<file path="src/rtl/shift_delay_line.sv">
// Parameterised shift-register delay line with per-stage valid bits, a
// selectable combinational tap and a registered occupancy count.
module shift_delay_line #(
   parameter int WIDTH = 16,
   parameter int DEPTH = 8,
   parameter int SW    = $clog2(DEPTH)
) (
   input  logic                     clk,
   input  logic                     reset,
   input  logic                     en,
   input  logic                     flush,
   input  logic                     in_valid,
   input  logic [WIDTH-1:0]         data_in,
   input  logic [SW-1:0]            tap_sel,
   output logic [WIDTH-1:0]         tap_data,
   output logic                     tap_valid,
   output logic [WIDTH*DEPTH-1:0]   stage_bus,
   output logic [WIDTH-1:0]         out_data,
   output logic                     out_valid,
   output logic [$clog2(DEPTH+1)-1:0] fill_count,
   output logic                     full,
   output logic                     empty
);

   localparam int CW = $clog2(DEPTH+1);

   logic [WIDTH-1:0] data_q [DEPTH];
   logic [WIDTH-1:0] data_d [DEPTH];
   logic [DEPTH-1:0] valid_q, valid_d;
   logic [CW-1:0]    count_q, count_d;

   // in_valid only qualifies the word; there is no backpressure, so every
   // enabled edge shifts regardless of in_valid. Flush beats shift.
   always_comb begin
      for (int k = 0; k < DEPTH; k++) begin
         data_d[k] = data_q[k];
      end
      valid_d = valid_q;
      count_d = count_q;
      if (flush) begin
         valid_d = '0;
         count_d = '0;
      end else if (en) begin
         data_d[0] = data_in;
         for (int k = 1; k < DEPTH; k++) begin
            data_d[k] = data_q[k-1];
         end
         valid_d = {valid_q[DEPTH-2:0], in_valid};
         count_d = count_q + CW'(in_valid) - CW'(valid_q[DEPTH-1]);
      end
   end

   always_ff @(posedge clk) begin
      if (reset) begin
         for (int k = 0; k < DEPTH; k++) begin
            data_q[k] <= '0;
         end
         valid_q <= '0;
         count_q <= '0;
      end else begin
         for (int k = 0; k < DEPTH; k++) begin
            data_q[k] <= data_d[k];
         end
         valid_q <= valid_d;
         count_q <= count_d;
      end
   end

   // Out-of-range selects match no stage and leave the tap at zero.
   always_comb begin
      tap_data  = '0;
      tap_valid = 1'b0;
      for (int k = 0; k < DEPTH; k++) begin
         if (tap_sel == SW'(k)) begin
            tap_data  = data_q[k];
            tap_valid = valid_q[k];
         end
      end
   end

   for (genvar g = 0; g < DEPTH; g++) begin : g_bus
      assign stage_bus[g*WIDTH +: WIDTH] = data_q[g];
   end

   assign out_data   = data_q[DEPTH-1];
   assign out_valid  = valid_q[DEPTH-1];
   assign fill_count = count_q;
   assign full       = (count_q == CW'(DEPTH));
   assign empty      = (count_q == '0);

endmodule

</file>
<file path="config.mk">
export PLATFORM = sky130hd
export DESIGN_NAME = shift_delay_line
export DESIGN_NICKNAME = d
export VERILOG_FILES = /design/src/rtl/shift_delay_line.sv
export SDC_FILE = /design/constraint.sdc
export NUM_CORES = 1
export LEC_CHECK = 0
export ABC_AREA = 0
export CAP_MARGIN = 0
export CORE_MARGIN = 2
export CORE_UTILIZATION = 45
export CTS_CLUSTER_DIAMETER = 120
export DETAILED_ROUTE_END_ITERATION = 10
export PLACE_DENSITY = 0.83
export REMOVE_ABC_BUFFERS = 1
export SETUP_SLACK_MARGIN = 0.05
export SLEW_MARGIN = 15
export SYNTH_ARGS = -nofsm -noshare
export SYNTH_HDL_FRONTEND = slang
export SYNTH_SLANG_ARGS = --single-unit
export TNS_END_PERCENT = 10
</file>
<file path="constraint.sdc">
create_clock -name clk -period 2.1 [get_ports clk]
set_clock_uncertainty 0.1 [all_clocks]
set_input_delay 0.315 -clock clk [delete_from_list [all_inputs] [get_ports clk]]
set_output_delay 0.315 -clock clk [all_outputs]
set_load 0.1 [all_outputs]
</file>
* Word-level counts from Yosys, hierarchy flattened
Memory sizes are Yosys's and may differ from the RTL's.
Cells that the tools add are included.
** Operators by class
- Multiplexer cells :: 29
- Equal/unequal tests :: 8
- Bitwise logic cells :: 8
- Add/sub/neg operators :: 2
- Reduce and logical (&&, ||, !) cells :: 3
** Operators with widths (count)
- $mux W128 :: 2
- $mux W16 :: 16
- $eq A3 B3 Y1 const B :: 4
- $mux W1 :: 11
- $or A1 B1 Y1 :: 8
- $eq A3 B2 Y1 const B :: 2
- $add A4 B1 Y4 :: 1
- $eq A4 B4 Y1 const B :: 1
- $logic_not A4 Y1 :: 1
- $sub A4 B1 Y4 :: 1
- $eq A3 B1 Y1 const B :: 1
- $logic_not A3 Y1 :: 1
- $reduce_or A2 Y1 :: 1
** Word-level totals
- Bits of input ports :: 24
- Bits in writable memories :: 128
- Memories kept :: 1
- Output and inout bits :: 168
- Word-level logic and storage cells :: 53
- Register bits :: 12
** Memories
- data_q :: words 8, width 16, rd ports 8, clocked after Yosys merged registers in 0, write ports 8, line 27 : logic [WIDTH-1:0] data_q [DEPTH];

* Logic depth before layout (Yosys ltp)
Gate-level depths: netlist (run 1).
- Depth after elaboration :: 9
- Gate-level depth with buffers :: 9
- Depth with buffers taken out :: 9

* Least setup slack after synthesis (run 1)
Ideal clock, no wire load.
- Path kind :: register -> output
- Start point :: memory data_q[3][10], in the netlist data_q[0][58]
- End point :: output tap_data[10]
- Slack :: -1240 ps
- Buffers on the path :: 0
- Arrival time :: 2925 ps
- Stages on the path, launching flop included :: 4
- Required time :: 1685 ps
- Cell sequence :: dfxtp_1 -> a22o_1 -> nand2_1 -> a32oi_1
** RTL lines
- from (decl) :: line 27
- to (decl) :: line 15 : output logic [WIDTH-1:0] tap_data,

==> results of run 1 <==
## final cells by class
| class | count | area, um^2 |
|---|---|---|
| clock buffers | 23 | 478 |
| clock inverters | 8 | 115 |
| fillers | 1196 | 4920 |
| inverters | 7 | 26.3 |
| multi-input cells | 581 | 3220 |
| flip-flops and latches | 140 | 2820 |
| well taps | 180 | 225 |
| repair buffers | 221 | 2080 |
## timing repair
item                                    in CTS  in global routing
gates cloned                                 0                  1
endpoints found under the setup margin      15                 17
buffers inserted                             0                  0
pin swaps                                    1                  4
resized for setup                            7                 24
## flip-flops by register name (all words and copies together), names as in the netlist
signal,cells
fill_count,4
valid_q,8
data_q,128
## kinds of logic after synthesis
kind of cell / count (synthesis)
muxes: 44
adders and majority gates: 7
AOI/OAI and AO/OA: 200
DFF: 140
buffers and inverters: 94
and+or+nand+nor: 329
xor gates and xnor gates: 1
## power groups by stage
stage	sequential, mW	combinational [mW]	clock, mW
finish	2.71	0.926	3.04
detailed placement	2.77	0.901	0
global route	2.71	0.967	3.19
global placement	2.77	0.897	0
CTS	2.71	0.910	3.07
floorplan	2.93	0.327	0
## layer usage
layer	up-vias	routed length [um]	global-route usage (%)
li1	3041	-	-
met4	0	346	8.81
met1	2945	8060	30.7
met3	28	1230	6.13
met2	208	8620	37.2
met5	-	0	0
## cell usage in the layout, fill, tap and decap left out, types with 2 or more instances in the layout
cell	count
a32oi_1	3
o21ai_0	15
a22o_1	18
nand3b_1	17
bufinv_16	3
clkdlybuf4s50_1	19
clkinv_2	5
and3_1	2
buf_2	2
mux2i_1	44
buf_4	169
nor2_1	13
a32oi_2	13
buf_6	2
dfxtp_2	13
o22a_1	16
dfxtp_1	127
ha_1	6
nand2_1	272
clkbuf_8	3
clkbuf_1	3
nor2b_1	16
buf_12	28
inv_1	7
a21oi_1	130
clkbuf_16	18
o21ai_1	2
## worst paths after layout
path,start,slack (ps),end
max,data_q[0][47],50,tap_data[15]
min,reset,150,data_q[0][5]
max reg2reg,fill_count[0],200,fill_count[2]
min reg2reg,data_q[0][19],370,data_q[0][35]
## worst max-delay path, delay by kind of cell, from the launching register on
family | cells | cell delay [ps]
AOI/OAI and AO/OA | 2 | 490
buffers and inverters | 1 | 210
DFF | 1 | 400
muxes | 1 | 100
==> impl_metrics.env, run 1 <==
export IMPL_synth_area_um2=6400
export IMPL_drc_errors=0
export IMPL_io_pins=192
export IMPL_synth_commonest_cells="nand2_1, dfxtp_1, a21oi_1, mux2i_1, buf_2"
export IMPL_yosys_warnings=0
export IMPL_netlist_area_leader_share_pct=43.8
export IMPL_antenna_cells=0
export IMPL_die_h_um=123
export IMPL_fin_util_pct=64.6
export IMPL_avgSynthCellArea_um2=7.85
export IMPL_slowest_stage="dfxtp_1"
export IMPL_p_per_area_nw_per_um2=745
export IMPL_area_growth_pct=40.0
export IMPL_place_inst=1128
export IMPL_cts_sinks=140
export IMPL_seqPwrFrac_pct=40.6
export IMPL_dpl_cell_area_um2=8220
export IMPL_max_slew_margin_pct=65.5
export IMPL_drv_slew=0
export IMPL_yosys_area_top_type="dfxtp_1"
export IMPL_syn_inst=815
export IMPL_cts_tree="built"
export IMPL_clkTransAtPathRegs_ps=60
export IMPL_clk_path_buf_depth=2
export IMPL_hold_depth=2
export IMPL_p_switching_mw=1.76
export IMPL_grt_max_degree=67
export IMPL_die_area_um2=15200
export IMPL_power_frac_clock_pct=45.5
export IMPL_worstSetupEndpointType="primary output"
export IMPL_nNetsFinal=999
export IMPL_synthXorXnorAreaFrac_pct=0.137
export IMPL_synth_compound_area_share_pct=18.7
export IMPL_internal_power_mw=4.91
export IMPL_row_count=43
export IMPL_dpl_worst_slack_ps=19.2
export IMPL_synthFlopType="dfxtp_1"
export IMPL_grt_pass1_wl_um=28400
export IMPL_outcome="finished clean"
export IMPL_drive_gt1_share_pct=26.5
export IMPL_fmax_mhz=489
export IMPL_setup_ws_ps=54.9
export IMPL_ff2ff_path_depth=9
export IMPL_hold_violations=0
export IMPL_power_frac_comb_pct=13.9
export IMPL_cts_root_buffer="clkbuf_16"
export IMPL_cp_cell_sequence="mux2i_1, o22a_1, a32oi_2, buf_12"
export IMPL_synth_top_family_by_area="simple AND/OR/NAND/NOR gates"
export IMPL_cts_made_buffers=17
export IMPL_required_ps=1680
export IMPL_power_leakage_nw=3.49
export IMPL_num_vias=6222
export IMPL_drt_total_wl_um=18300
export IMPL_clock_latency_ps=420
export IMPL_yosysMostFrequentCell="nand2_1"
export IMPL_grt_pass1_vias=5620
export IMPL_synth_fa_ha_area_share_pct=1.49
export IMPL_fin_area_um2=8960
export IMPL_core_um2=13900
export IMPL_path_class="reg2out"
export IMPL_switching_share_pct=26.4
export IMPL_critical_path_arrival_ps=1630
export IMPL_synthMuxAreaShare_pct=6.88
export IMPL_grt_overflow_total=0
export IMPL_start_kind="register"
export IMPL_dr_pass1_iters=5
export IMPL_ant_nets=0
export IMPL_synth_edf_count=0
export IMPL_synth_async_sr_flop_share_pct=0
export IMPL_antenna_found_initial=0
export IMPL_die_w_um=123
export IMPL_finalSetupViolations=0
export IMPL_drv_cap=0
export IMPL_cpPeakStageDelay_ps=400
export IMPL_rsz0062_at_grt="yes"
export IMPL_synth_area_leaders="dfxtp_1, nand2_1, a21oi_1, mux2i_1, buf_2"
export IMPL_hold_slack_ps=152
export IMPL_fin_crit_sh_pct=97.4
export IMPL_finalNonFillerCells=1160
export IMPL_ys_ff_latch=140
export IMPL_max_slew_worst_pin_slew_ps=518
export IMPL_cts_hold_buffers_added=0
export IMPL_period_minus_slack_ps=2050
export IMPL_start_util_pct=46.1
export IMPL_fin_tns_setup_ps=0
export IMPL_min_path_type="in2reg"
export IMPL_avgRoutedWirePerCell_um=15.7
export IMPL_port_buffers=191
export IMPL_track_usage_pct=23.5
export IMPL_gp_congestion=0.816
export IMPL_critPathMaxFanout=4
export IMPL_hpwl_um=11900
export IMPL_vias_per_cell=5.36
export IMPL_drtIter0Drc=431
export IMPL_cts_htree_levels=4
export IMPL_yosys_area_share_simple_pct=21.4
export IMPL_power_total_mw=6.68
export IMPL_yosysUniqueCellTypes=34
export IMPL_irDropWorstVdd_uv=550
export IMPL_ys_seq_area_share_pct=43.8
Power figures use the tool's default switching activity.
==> inputs of run 2 (changes only) <==
CORE_UTILIZATION = 43   (was 45)
GPL_TIMING_DRIVEN = 1   (was unset)
clock period = 1.7 ns   (was 2.1 ns; I/O delays follow)
==> impl_metrics.env, run 2 (same netlist as run 1, synthesis figures left out) <==
export IMPL_final_common_cell="nand2_1"
export IMPL_cts_made_buffers=17
export IMPL_cpPeakStageDelay_ps=330
export IMPL_power_total_mw=8.54
export IMPL_hold_slack_ps=283
export IMPL_cts_tree="built"
export IMPL_grt_pass1_vias=7374
export IMPL_vias_per_cell=5.47
export IMPL_port_buffers=191
export IMPL_drc_errors=0
export IMPL_setup_ws_ps=-264
export IMPL_violations="setup timing"
export IMPL_critical_path_arrival_ps=1610
export IMPL_row_count=44
export IMPL_io_pins=192
export IMPL_hpwl_um=15300
export IMPL_outcome="finished with violations"
export IMPL_cts_sinks=140
export IMPL_nNetsFinal=1126
export IMPL_core_um2=14500
export IMPL_track_usage_pct=28.7
export IMPL_max_slew_margin_pct=77.1
export IMPL_worstSetupEndpointType="primary output"
export IMPL_area_growth_pct=86.0
export IMPL_num_vias=7059
export IMPL_cts_root_buffer="clkbuf_16"
export IMPL_regMostFlops="data_q"
export IMPL_p_per_area_nw_per_um2=718
export IMPL_slowest_stage="dfxtp_2"
export IMPL_fin_tns_setup_ps=-3450
export IMPL_fin_crit_sh_pct=116
export IMPL_reg2reg_slack_ps=-140
export IMPL_fin_util_pct=81.9
export IMPL_avgRoutedWirePerCell_um=17.9
export IMPL_largest_reg_flops=128
export IMPL_period_minus_slack_ps=1960
export IMPL_min_path_type="in2reg"
export IMPL_grt_overflow_total=0
export IMPL_clock_latency_ps=420
export IMPL_num_fill_cells=809
export IMPL_grt_max_degree=72
export IMPL_clkTransAtPathRegs_ps=60
export IMPL_critPathMaxFanout=2
export IMPL_dpl_worst_slack_ps=-274
export IMPL_die_w_um=126
export IMPL_die_h_um=126
export IMPL_drv_cap=0
export IMPL_gp_congestion=0.840
export IMPL_irDropWorstVdd_uv=780
export IMPL_die_area_um2=15900
export IMPL_drive_gt1_share_pct=38.4
export IMPL_dr_pass1_iters=5
export IMPL_path_class="reg2out"
export IMPL_cp_cell_sequence="nand3b_1, o22a_1, a32oi_2, buf_4, buf_12"
export IMPL_antenna_cells=0
export IMPL_start_kind="register"
export IMPL_start_util_pct=44.0
export IMPL_antenna_found_initial=1
export IMPL_drt_total_wl_um=23100
export IMPL_ant_nets=0
export IMPL_grt_pass1_wl_um=37000
export IMPL_layout_common_cells="nand2_1, buf_12, buf_4"
export IMPL_clk_path_buf_depth=2
export IMPL_drtIter0Drc=603
export IMPL_hold_violations=0
export IMPL_fmax_mhz=509
export IMPL_required_ps=1340
export IMPL_rsz0062_at_grt="yes"
export IMPL_drv_slew=0
export IMPL_power_leakage_nw=4.58
export IMPL_cts_htree_levels=4
export IMPL_finalSetupViolations=21
export IMPL_max_slew_worst_pin_slew_ps=343
[run 2: layer usage]
metal | global-route usage (%) | wire length [um] | up-vias
li1 | - | - | 3288
met1 | 31.7 | 8490 | 3382
met2 | 51.8 | 12200 | 329
met3 | 8.62 | 1860 | 58
met4 | 10.7 | 569 | 2
met5 | 0 | 13 | -
[run 2: worst max-delay path, delay by kind of cell, from the launching register on]
kind	cells	cell delay, ps
compound gates	2	460
buf+inv	2	320
flops	1	330
simple gates	1	80
[run 2: worst paths after layout]
path,end,start,cells after the start
max,tap_data[1],data_q[0][17],5
min reg2reg,data_q[0][2],data_q[0][2],2
max reg2reg,fill_count[2],fill_count[0],9
min,data_q[0][3],data_in[3],3
[run 2: timing repair]
| action | CTS | global route |
|---|---|---|
| setup endpoints to repair | 21 | 22 |
| gates resized for setup | 74 | 13 |
| buffers inserted | 1 | 1 |
| cloned | 0 | 0 |
| pin swaps | 22 | 7 |
| hold buffers | 1 | 0 |
| endpoints found under the hold margin | 2 | 0 |
[run 2: per-stage QoR]
| stage | std cells | cell area (um^2) |
|---|---|---|
| after detailed placement | 1257 | 11000 |
| after floorplan | 728 | 5940 |
| after CTS | 1290 | 11900 |
| after global routing | 1291 | 11900 |
| after global placement | 1257 | 11000 |
| final | 1291 | 11900 |
[run 2: cell type report]
type / instances / area [um^2] / share of cell area (%)
Multi-Input combinational cell: 581 / 3260 / 27.4
Clock inverter: 6 / 108 / 0.904
Inverter: 7 / 28.8 / 0.242
Sequential cell: 140 / 2870 / 24.1
Clock buffer: 25 / 505 / 4.25
Tap cell: 184 / 230 / 1.93
Timing Repair Buffer: 348 / 4900 / 41.2
[run 2: power by group]
group / leakage [nW] / switching (mW) / total (mW) / internal, mW
logic: 3.13 / 0.857 / 1.35 / 0.498
registers: 1.15 / 0.0241 / 3.33 / 3.31
clock network: 0.299 / 1.37 / 3.86 / 2.49
==> inputs of run 3 (changes only) <==
CTS_CLUSTER_SIZE = 8   (was unset)
GPL_ROUTABILITY_DRIVEN = 0   (was unset)
==> results of run 3 <==
Final layout, timing and power as in run 2 (identical DEF).
